File: config.mk
export PLATFORM = sky130hd
export DESIGN_NAME = rtype_multicycle_ctrl_flat
export DESIGN_NICKNAME = d
export VERILOG_FILES = /design/src/rtl/rtype_multicycle_ctrl_if.sv /design/src/rtl/rtype_multicycle_ctrl.sv /design/src/flat_wrapper.sv
export SDC_FILE = /design/constraint.sdc
export NUM_CORES = 1
export LEC_CHECK = 0
export CORE_MARGIN = 3
export CORE_UTILIZATION = 50
export DETAILED_ROUTE_END_ITERATION = 8
export GPL_TIMING_DRIVEN = 0
export PLACE_DENSITY = 0.8
export SYNTH_ARGS = -nofsm -noshare
export SYNTH_HDL_FRONTEND = slang
export SYNTH_SLANG_ARGS = --single-unit
File: constraint.sdc
create_clock -name clk -period 2.4 [get_ports clk]
set_input_delay 0.48 -clock clk [delete_from_list [all_inputs] [get_ports clk]]
set_output_delay 0.48 -clock clk [all_outputs]
set_load 0.05 [all_outputs]
File: src/rtl/rtype_multicycle_ctrl_if.sv
// Instruction-fetch bus between the R-type sequencer (master) and instruction memory (slave).
// Request is held until memory answers with valid; rdata is sampled only while req is high.
interface rtype_multicycle_ctrl_if #(
  parameter int unsigned ADDR_W = 32
);
  logic              imem_req;
  logic [ADDR_W-1:0] imem_addr;
  logic [31:0]       imem_rdata;
  logic              imem_valid;

  modport master (
    output imem_req,
    output imem_addr,
    input  imem_rdata,
    input  imem_valid
  );

  modport slave (
    input  imem_req,
    input  imem_addr,
    output imem_rdata,
    output imem_valid
  );
endinterface

File: src/rtl/rtype_multicycle_ctrl.sv
// Multi-cycle RV32 R-type sequencer: fetch, decode to ALU code, drive regfile addresses and write strobe.
// Latency: 4 cycles per instruction with zero-wait imem (FETCH, DECODE, EXEC, WB); each imem wait cycle adds one.
// Backpressure: imem_req held with a stable address until imem_valid; optional retired counter under RTYPE_PERF_CNT_EN.
module rtype_multicycle_ctrl #(
  parameter int unsigned          ADDR_W   = 32,
  parameter logic [ADDR_W-1:0]    RESET_PC = '0
`ifdef RTYPE_PERF_CNT_EN
  , parameter int unsigned        CNT_W    = 32
`endif
) (
  input  logic                    clk,
  input  logic                    reset,
  input  logic                    start,
  input  logic                    stop,
  rtype_multicycle_ctrl_if.master imem,
  output logic [4:0]              rs1_addr,
  output logic [4:0]              rs2_addr,
  output logic [4:0]              rd_addr,
  output logic [3:0]              alu_control,
  output logic                    regwrite_control,
  output logic                    busy,
  output logic                    halted,
  output logic                    illegal_instr
`ifdef RTYPE_PERF_CNT_EN
  , output logic [CNT_W-1:0]      retired_count
`endif
);

  localparam logic [6:0] OPC_OP   = 7'b0110011;
  localparam logic [6:0] F7_BASE  = 7'd0;
  localparam logic [6:0] F7_ALT   = 7'd32;

  localparam logic [3:0] ALU_ADD  = 4'b0000;
  localparam logic [3:0] ALU_SUB  = 4'b0001;
  localparam logic [3:0] ALU_SLL  = 4'b0010;
  localparam logic [3:0] ALU_SLT  = 4'b0011;
  localparam logic [3:0] ALU_SLTU = 4'b0100;
  localparam logic [3:0] ALU_XOR  = 4'b0101;
  localparam logic [3:0] ALU_SRL  = 4'b0110;
  localparam logic [3:0] ALU_SRA  = 4'b0111;
  localparam logic [3:0] ALU_OR   = 4'b1000;
  localparam logic [3:0] ALU_AND  = 4'b1001;

  typedef enum logic [2:0] {
    S_IDLE,
    S_FETCH,
    S_DECODE,
    S_EXEC,
    S_WB,
    S_HALT
  } state_t;

  state_t            state;
  logic [ADDR_W-1:0] pc;
  logic [31:0]       ir;
  logic              req_q;

  logic              dec_legal;
  logic [3:0]        dec_alu;

  logic [6:0]        ir_opcode;
  logic [2:0]        ir_func3;
  logic [6:0]        ir_func7;

  assign ir_opcode = ir[6:0];
  assign ir_func3  = ir[14:12];
  assign ir_func7  = ir[31:25];

  assign imem.imem_req  = req_q;
  assign imem.imem_addr = req_q ? pc : '0;

  // Only the ten base R-type encodings are legal; the alt func7 is valid solely for SUB and SRA.
  always_comb begin
    dec_legal = 1'b0;
    dec_alu   = ALU_ADD;
    if (ir_opcode == OPC_OP) begin
      case ({ir_func7, ir_func3})
        {F7_BASE, 3'd0}: begin dec_legal = 1'b1; dec_alu = ALU_ADD;  end
        {F7_ALT,  3'd0}: begin dec_legal = 1'b1; dec_alu = ALU_SUB;  end
        {F7_BASE, 3'd1}: begin dec_legal = 1'b1; dec_alu = ALU_SLL;  end
        {F7_BASE, 3'd2}: begin dec_legal = 1'b1; dec_alu = ALU_SLT;  end
        {F7_BASE, 3'd3}: begin dec_legal = 1'b1; dec_alu = ALU_SLTU; end
        {F7_BASE, 3'd4}: begin dec_legal = 1'b1; dec_alu = ALU_XOR;  end
        {F7_BASE, 3'd5}: begin dec_legal = 1'b1; dec_alu = ALU_SRL;  end
        {F7_ALT,  3'd5}: begin dec_legal = 1'b1; dec_alu = ALU_SRA;  end
        {F7_BASE, 3'd6}: begin dec_legal = 1'b1; dec_alu = ALU_OR;   end
        {F7_BASE, 3'd7}: begin dec_legal = 1'b1; dec_alu = ALU_AND;  end
        default: begin
          dec_legal = 1'b0;
          dec_alu   = ALU_ADD;
        end
      endcase
    end
  end

  always_ff @(posedge clk) begin
    if (reset) begin
      state            <= S_IDLE;
      pc               <= RESET_PC;
      ir               <= '0;
      req_q            <= 1'b0;
      rs1_addr         <= '0;
      rs2_addr         <= '0;
      rd_addr          <= '0;
      alu_control      <= '0;
      regwrite_control <= 1'b0;
      busy             <= 1'b0;
      halted           <= 1'b0;
      illegal_instr    <= 1'b0;
    end else begin
      regwrite_control <= 1'b0;
      case (state)
        S_IDLE: begin
          if (start) begin
            state <= S_FETCH;
            req_q <= 1'b1;
            busy  <= 1'b1;
          end
        end
        S_FETCH: begin
          if (imem.imem_valid) begin
            ir    <= imem.imem_rdata;
            req_q <= 1'b0;
            state <= S_DECODE;
          end
        end
        S_DECODE: begin
          if (dec_legal) begin
            rs1_addr    <= ir[19:15];
            rs2_addr    <= ir[24:20];
            rd_addr     <= ir[11:7];
            alu_control <= dec_alu;
            state       <= S_EXEC;
          end else begin
            state         <= S_HALT;
            busy          <= 1'b0;
            halted        <= 1'b1;
            illegal_instr <= 1'b1;
          end
        end
        S_EXEC: begin
          // Writes to x0 are dropped here so the regfile never sees a strobe for them.
          regwrite_control <= (rd_addr != 5'd0);
          state            <= S_WB;
        end
        S_WB: begin
          pc <= pc + ADDR_W'(4);
          if (stop) begin
            state <= S_IDLE;
            busy  <= 1'b0;
          end else begin
            state <= S_FETCH;
            req_q <= 1'b1;
          end
        end
        S_HALT: begin
          state <= S_HALT;
        end
        default: begin
          state <= S_IDLE;
          req_q <= 1'b0;
          busy  <= 1'b0;
        end
      endcase
    end
  end

`ifdef RTYPE_PERF_CNT_EN
  always_ff @(posedge clk) begin
    if (reset) begin
      retired_count <= '0;
    end else if (state == S_WB) begin
      retired_count <= retired_count + CNT_W'(1);
    end
  end
`endif

endmodule

File: src/flat_wrapper.sv
// flat-port wrapper written by rule: the top's interface ports become plain ports
module rtype_multicycle_ctrl_flat 
#(
  parameter int unsigned          ADDR_W   = 32,
  parameter logic [ADDR_W-1:0]    RESET_PC = '0

)
  (clk, reset, start, stop, rs1_addr, rs2_addr, rd_addr, alu_control, regwrite_control, busy, halted, illegal_instr, imem_imem_req, imem_imem_addr, imem_imem_rdata, imem_imem_valid);
  rtype_multicycle_ctrl_if #(.ADDR_W(ADDR_W)) imem_i ();
  input  logic clk;
  input  logic reset;
  input  logic start;
  input  logic stop;
  output logic [4:0] rs1_addr;
  output logic [4:0] rs2_addr;
  output logic [4:0] rd_addr;
  output logic [3:0] alu_control;
  output logic regwrite_control;
  output logic busy;
  output logic halted;
  output logic illegal_instr;
  output wire logic [$bits(imem_i.imem_req)-1:0] imem_imem_req;
  output wire logic [$bits(imem_i.imem_addr)-1:0] imem_imem_addr;
  input wire logic [$bits(imem_i.imem_rdata)-1:0] imem_imem_rdata;
  input wire logic [$bits(imem_i.imem_valid)-1:0] imem_imem_valid;
  assign imem_imem_req = imem_i.imem_req;
  assign imem_imem_addr = imem_i.imem_addr;
  assign imem_i.imem_rdata = imem_imem_rdata;
  assign imem_i.imem_valid = imem_imem_valid;
  rtype_multicycle_ctrl #(.ADDR_W(ADDR_W), .RESET_PC(RESET_PC)) u_core (.clk(clk), .reset(reset), .start(start), .stop(stop), .imem(imem_i), .rs1_addr(rs1_addr), .rs2_addr(rs2_addr), .rd_addr(rd_addr), .alu_control(alu_control), .regwrite_control(regwrite_control), .busy(busy), .halted(halted), .illegal_instr(illegal_instr));
endmodule
==> results.sh <==
export IMPL_path_max_fanout=10
export IMPL_n_fill_cell=692
export IMPL_drt_iter0_drc=221
export IMPL_via_count=3992
export IMPL_core_um2=7850
export IMPL_hold_violations=0
export IMPL_seqPwrFrac_pct=54.8
export IMPL_period_needed_ns=2.33
export IMPL_synth_xor_area_share_pct=2.13
export IMPL_final_common_cell="dfxtp_1"
export IMPL_cpMaxStageDelayCell="or4_4"
export IMPL_worst_pin_slew_ns=0.634
export IMPL_synth_top_family_by_area="simple AND/OR/NAND/NOR gates"
export IMPL_drt_wl_total_um=10600
export IMPL_max_slew_margin_pct=57.5
export IMPL_ys_top_cells_by_area="dfxtp_1 43%, a21oi_1 8.5%, nand2_1 6.8%"
export IMPL_fp_dieH_um=96.7
export IMPL_synth_area_um2=4110
export IMPL_layout_common_cells="87 x dfxtp_1, 74 x nand2_1, 70 x a21oi_1"
export IMPL_clock_path_buffers=2
export IMPL_clkPwrFrac_pct=34.1
export IMPL_post_dp_hpwl_um=7800
export IMPL_crit_path_start_kind="register"
export IMPL_finalSetupViolCount=0
export IMPL_max_stage_delay_ns=0.58
export IMPL_p_sw_w=0.000760
export IMPL_cts_tree="built"
export IMPL_yosysSeqAreaShare_pct=42.9
export IMPL_die_w_um=96.7
export IMPL_synth_edff_count=0
export IMPL_crit_chain="or4_4 -> or4_1 -> clkbuf_2 -> buf_2 -> o31ai_1 -> a21oi_1"
export IMPL_synth_simple_area_share_pct=29.8
export IMPL_drv_cap=0
export IMPL_crit_path_end_kind="register"
export IMPL_synth_top_area_cell="dfxtp_1"
export IMPL_ys_warn_count=0
export IMPL_layout_area_overhead_vs_synth_pct=29.3
export IMPL_cts_reportedPaths_clkPinSlew_ns=0.10
export IMPL_min_period_over_period_pct=96.9
export IMPL_outcome="completed"
export IMPL_rsz0062_at_grt="yes"
export IMPL_setup_tns_final_ns=0
export IMPL_muxShareOfSynthArea_pct=2.89
export IMPL_cts_htree_levels=3
export IMPL_instances_no_fill=713
export IMPL_insertion_delay_ns=0.36
export IMPL_p_comb_share_pct=11.2
export IMPL_yosys_area_share_adder_pct=0.304
export IMPL_drc=0
export IMPL_cts_sinks=88
export IMPL_cts_buffers=9
export IMPL_die_area_um2=9340
export IMPL_ir_drop_v=0.000332
export IMPL_dp_cells=697
export IMPL_clock_skew_ns=0.0144
export IMPL_ys_types=47
export IMPL_syn_inst=504
export IMPL_via_per_inst=5.60
export IMPL_io_buffers=90
export IMPL_cts_root_buf="clkbuf_8"
export IMPL_grt_use_total_pct=22.4
export IMPL_floorplan_initialDensity_pct=52.4
export IMPL_swShare_pct=27.5
export IMPL_pin_count=93
export IMPL_fin_total_pwr_w=0.00277
export IMPL_postLayoutSetupSlackWorst_ns=0.0732
export IMPL_first_pass_iters=5
export IMPL_grt_pass1_wl_um=17600
export IMPL_post_cts_setup_buffer_count=0
export IMPL_synth_compound_area_share_pct=16.5
export IMPL_dp_slack_ns=-0.180
export IMPL_rows=32
export IMPL_routabilityCongestion=0.900
export IMPL_async_flop_share_pct=0
export IMPL_final_max_slew_viol_count=0
export IMPL_synth_top_area_share_pct=42.9
export IMPL_antenna_found_initial=0
export IMPL_drive_gt1_share_pct=8.18
export IMPL_worstPathArrival_ns=2.55
export IMPL_synth_seq_cells=88
export IMPL_critPathKind="reg2reg"
export IMPL_hold_class="reg2reg"
export IMPL_pwr_density_cell_nw_per_um2=521
export IMPL_syn_avg_cell_area_um2=8.16
export IMPL_grt_max_degree=17
export IMPL_n_antenna_cell=0
export IMPL_drtAntennaViolNets=0
export IMPL_fmax_mhz=430
export IMPL_crit_required_ns=2.62
export IMPL_p_leak_nw=1.92
export IMPL_first_global_vias=3704
export IMPL_nets=644
export IMPL_p_int_w=0.00201
export IMPL_grt_overflow=0
export IMPL_wl_per_cell_um=14.8
export IMPL_yosys_most_used_dff="dfxtp_1"
per-layer routing:
metal	track usage, %	wire length [um]	vias to the layer above
li1	-	-	1986
met2	35.6	4830	140
met4	5.40	121	0
met1	31.0	4870	1853
met5	0	0	-
met3	4.83	754	13
sequential cells by signal, indices dropped and copies added, names as in the netlist:
name	flops
u_core.regwrite_control	1
u_core.busy	1
u_core.imem.imem_req	1
u_core.rs1_addr	5
u_core.rd_addr	5
u_core.illegal_instr	1
u_core.alu_control	4
u_core.pc	30
u_core.ir	32
u_core.state	3
u_core.rs2_addr	5
path summary, 6_finish.rpt:
path	start	end	slack [ns]	cells after the start
max	u_core.ir[31]$_SDFFE_PP0P_	u_core.rs1_addr[2]$_SDFFE_PP0P_	0.07	6
max reg2reg	u_core.ir[31]$_SDFFE_PP0P_	u_core.rs1_addr[2]$_SDFFE_PP0P_	0.07	6
min reg2reg	u_core.ir[25]$_SDFFE_PP0P_	u_core.ir[25]$_SDFFE_PP0P_	0.46	2
min	u_core.ir[25]$_SDFFE_PP0P_	u_core.ir[25]$_SDFFE_PP0P_	0.46	2
cell usage after synthesis (4+ instances only):
| cell | n |
|---|---|
| dfxtp_1 | 88 |
| nand2_1 | 74 |
| a21oi_1 | 70 |
| clkbuf_1 | 38 |
| and2_1 | 33 |
| o31ai_1 | 28 |
| nand4_1 | 21 |
| nor2_1 | 20 |
| or4_1 | 16 |
| nand3_1 | 12 |
| nor2b_1 | 9 |
| o21ai_0 | 8 |
| inv_1 | 7 |
| mux2_2 | 7 |
| xor2_1 | 6 |
| and3_1 | 4 |
| mux2i_1 | 4 |
| nand2b_1 | 4 |
| nor3_1 | 4 |
| nor3b_1 | 4 |
| xnor2_1 | 4 |
worst max-delay path: cells and delay by family, from the launching register on:
kind	cells	cell delay [ns]
flip-flops	1	0.33
AND/OR/NAND/NOR	2	1.10
AO/OA/AOI/OAI	2	0.39
buffers and inverters	2	0.37
power by group through the flow:
stage | combinational (W) | clock, W | sequential [W]
after floorplan | 0.000166 | 0 | 0.00156
after global placement | 0.000298 | 0 | 0.00155
after detailed placement | 0.000305 | 0 | 0.00155
after CTS | 0.000306 | 0.000950 | 0.00151
after global routing | 0.000340 | 0.00103 | 0.00152
final | 0.000309 | 0.000942 | 0.00152
timing repair:
item,CTS,global route
gates resized for setup,31,20
setup endpoints to repair,30,48
hold buffers,0,0
final cells by class:
type | instances | area [um^2] | area share (%)
clock inverters | 7 | 53.8 | 1.01
well taps | 102 | 128 | 2.40
flip-flops and latches | 88 | 1760 | 33.2
multi-input cells | 364 | 2160 | 40.6
repair buffers | 90 | 858 | 16.2
clock buffers | 9 | 124 | 2.33
inverters | 7 | 26.3 | 0.495
plain buffers | 46 | 204 | 3.84
stage by stage:
stage	cell area, um^2	hold WS [ns]	util (%)
detailed placement	5140	0.447	65.5
global placement	5140	0.440	65.5
floorplan	4110	0.431	-
finish	5310	0.460	67.7
global route	5310	0.479	67.7
CTS	5280	0.461	67.3
logic make-up after synthesis:
| family | Yosys count |
|---|---|
| AO/OA/AOI/OAI | 116 |
| XOR/XNOR | 10 |
| adder cells (fa/ha/maj) | 1 |
| buffers and inverters | 53 |
| flip-flops | 88 |
| multiplexers | 11 |
| other | 1 |
| AND/OR/NAND/NOR | 224 |
Note: power is estimated with default switching activity, not from simulation.
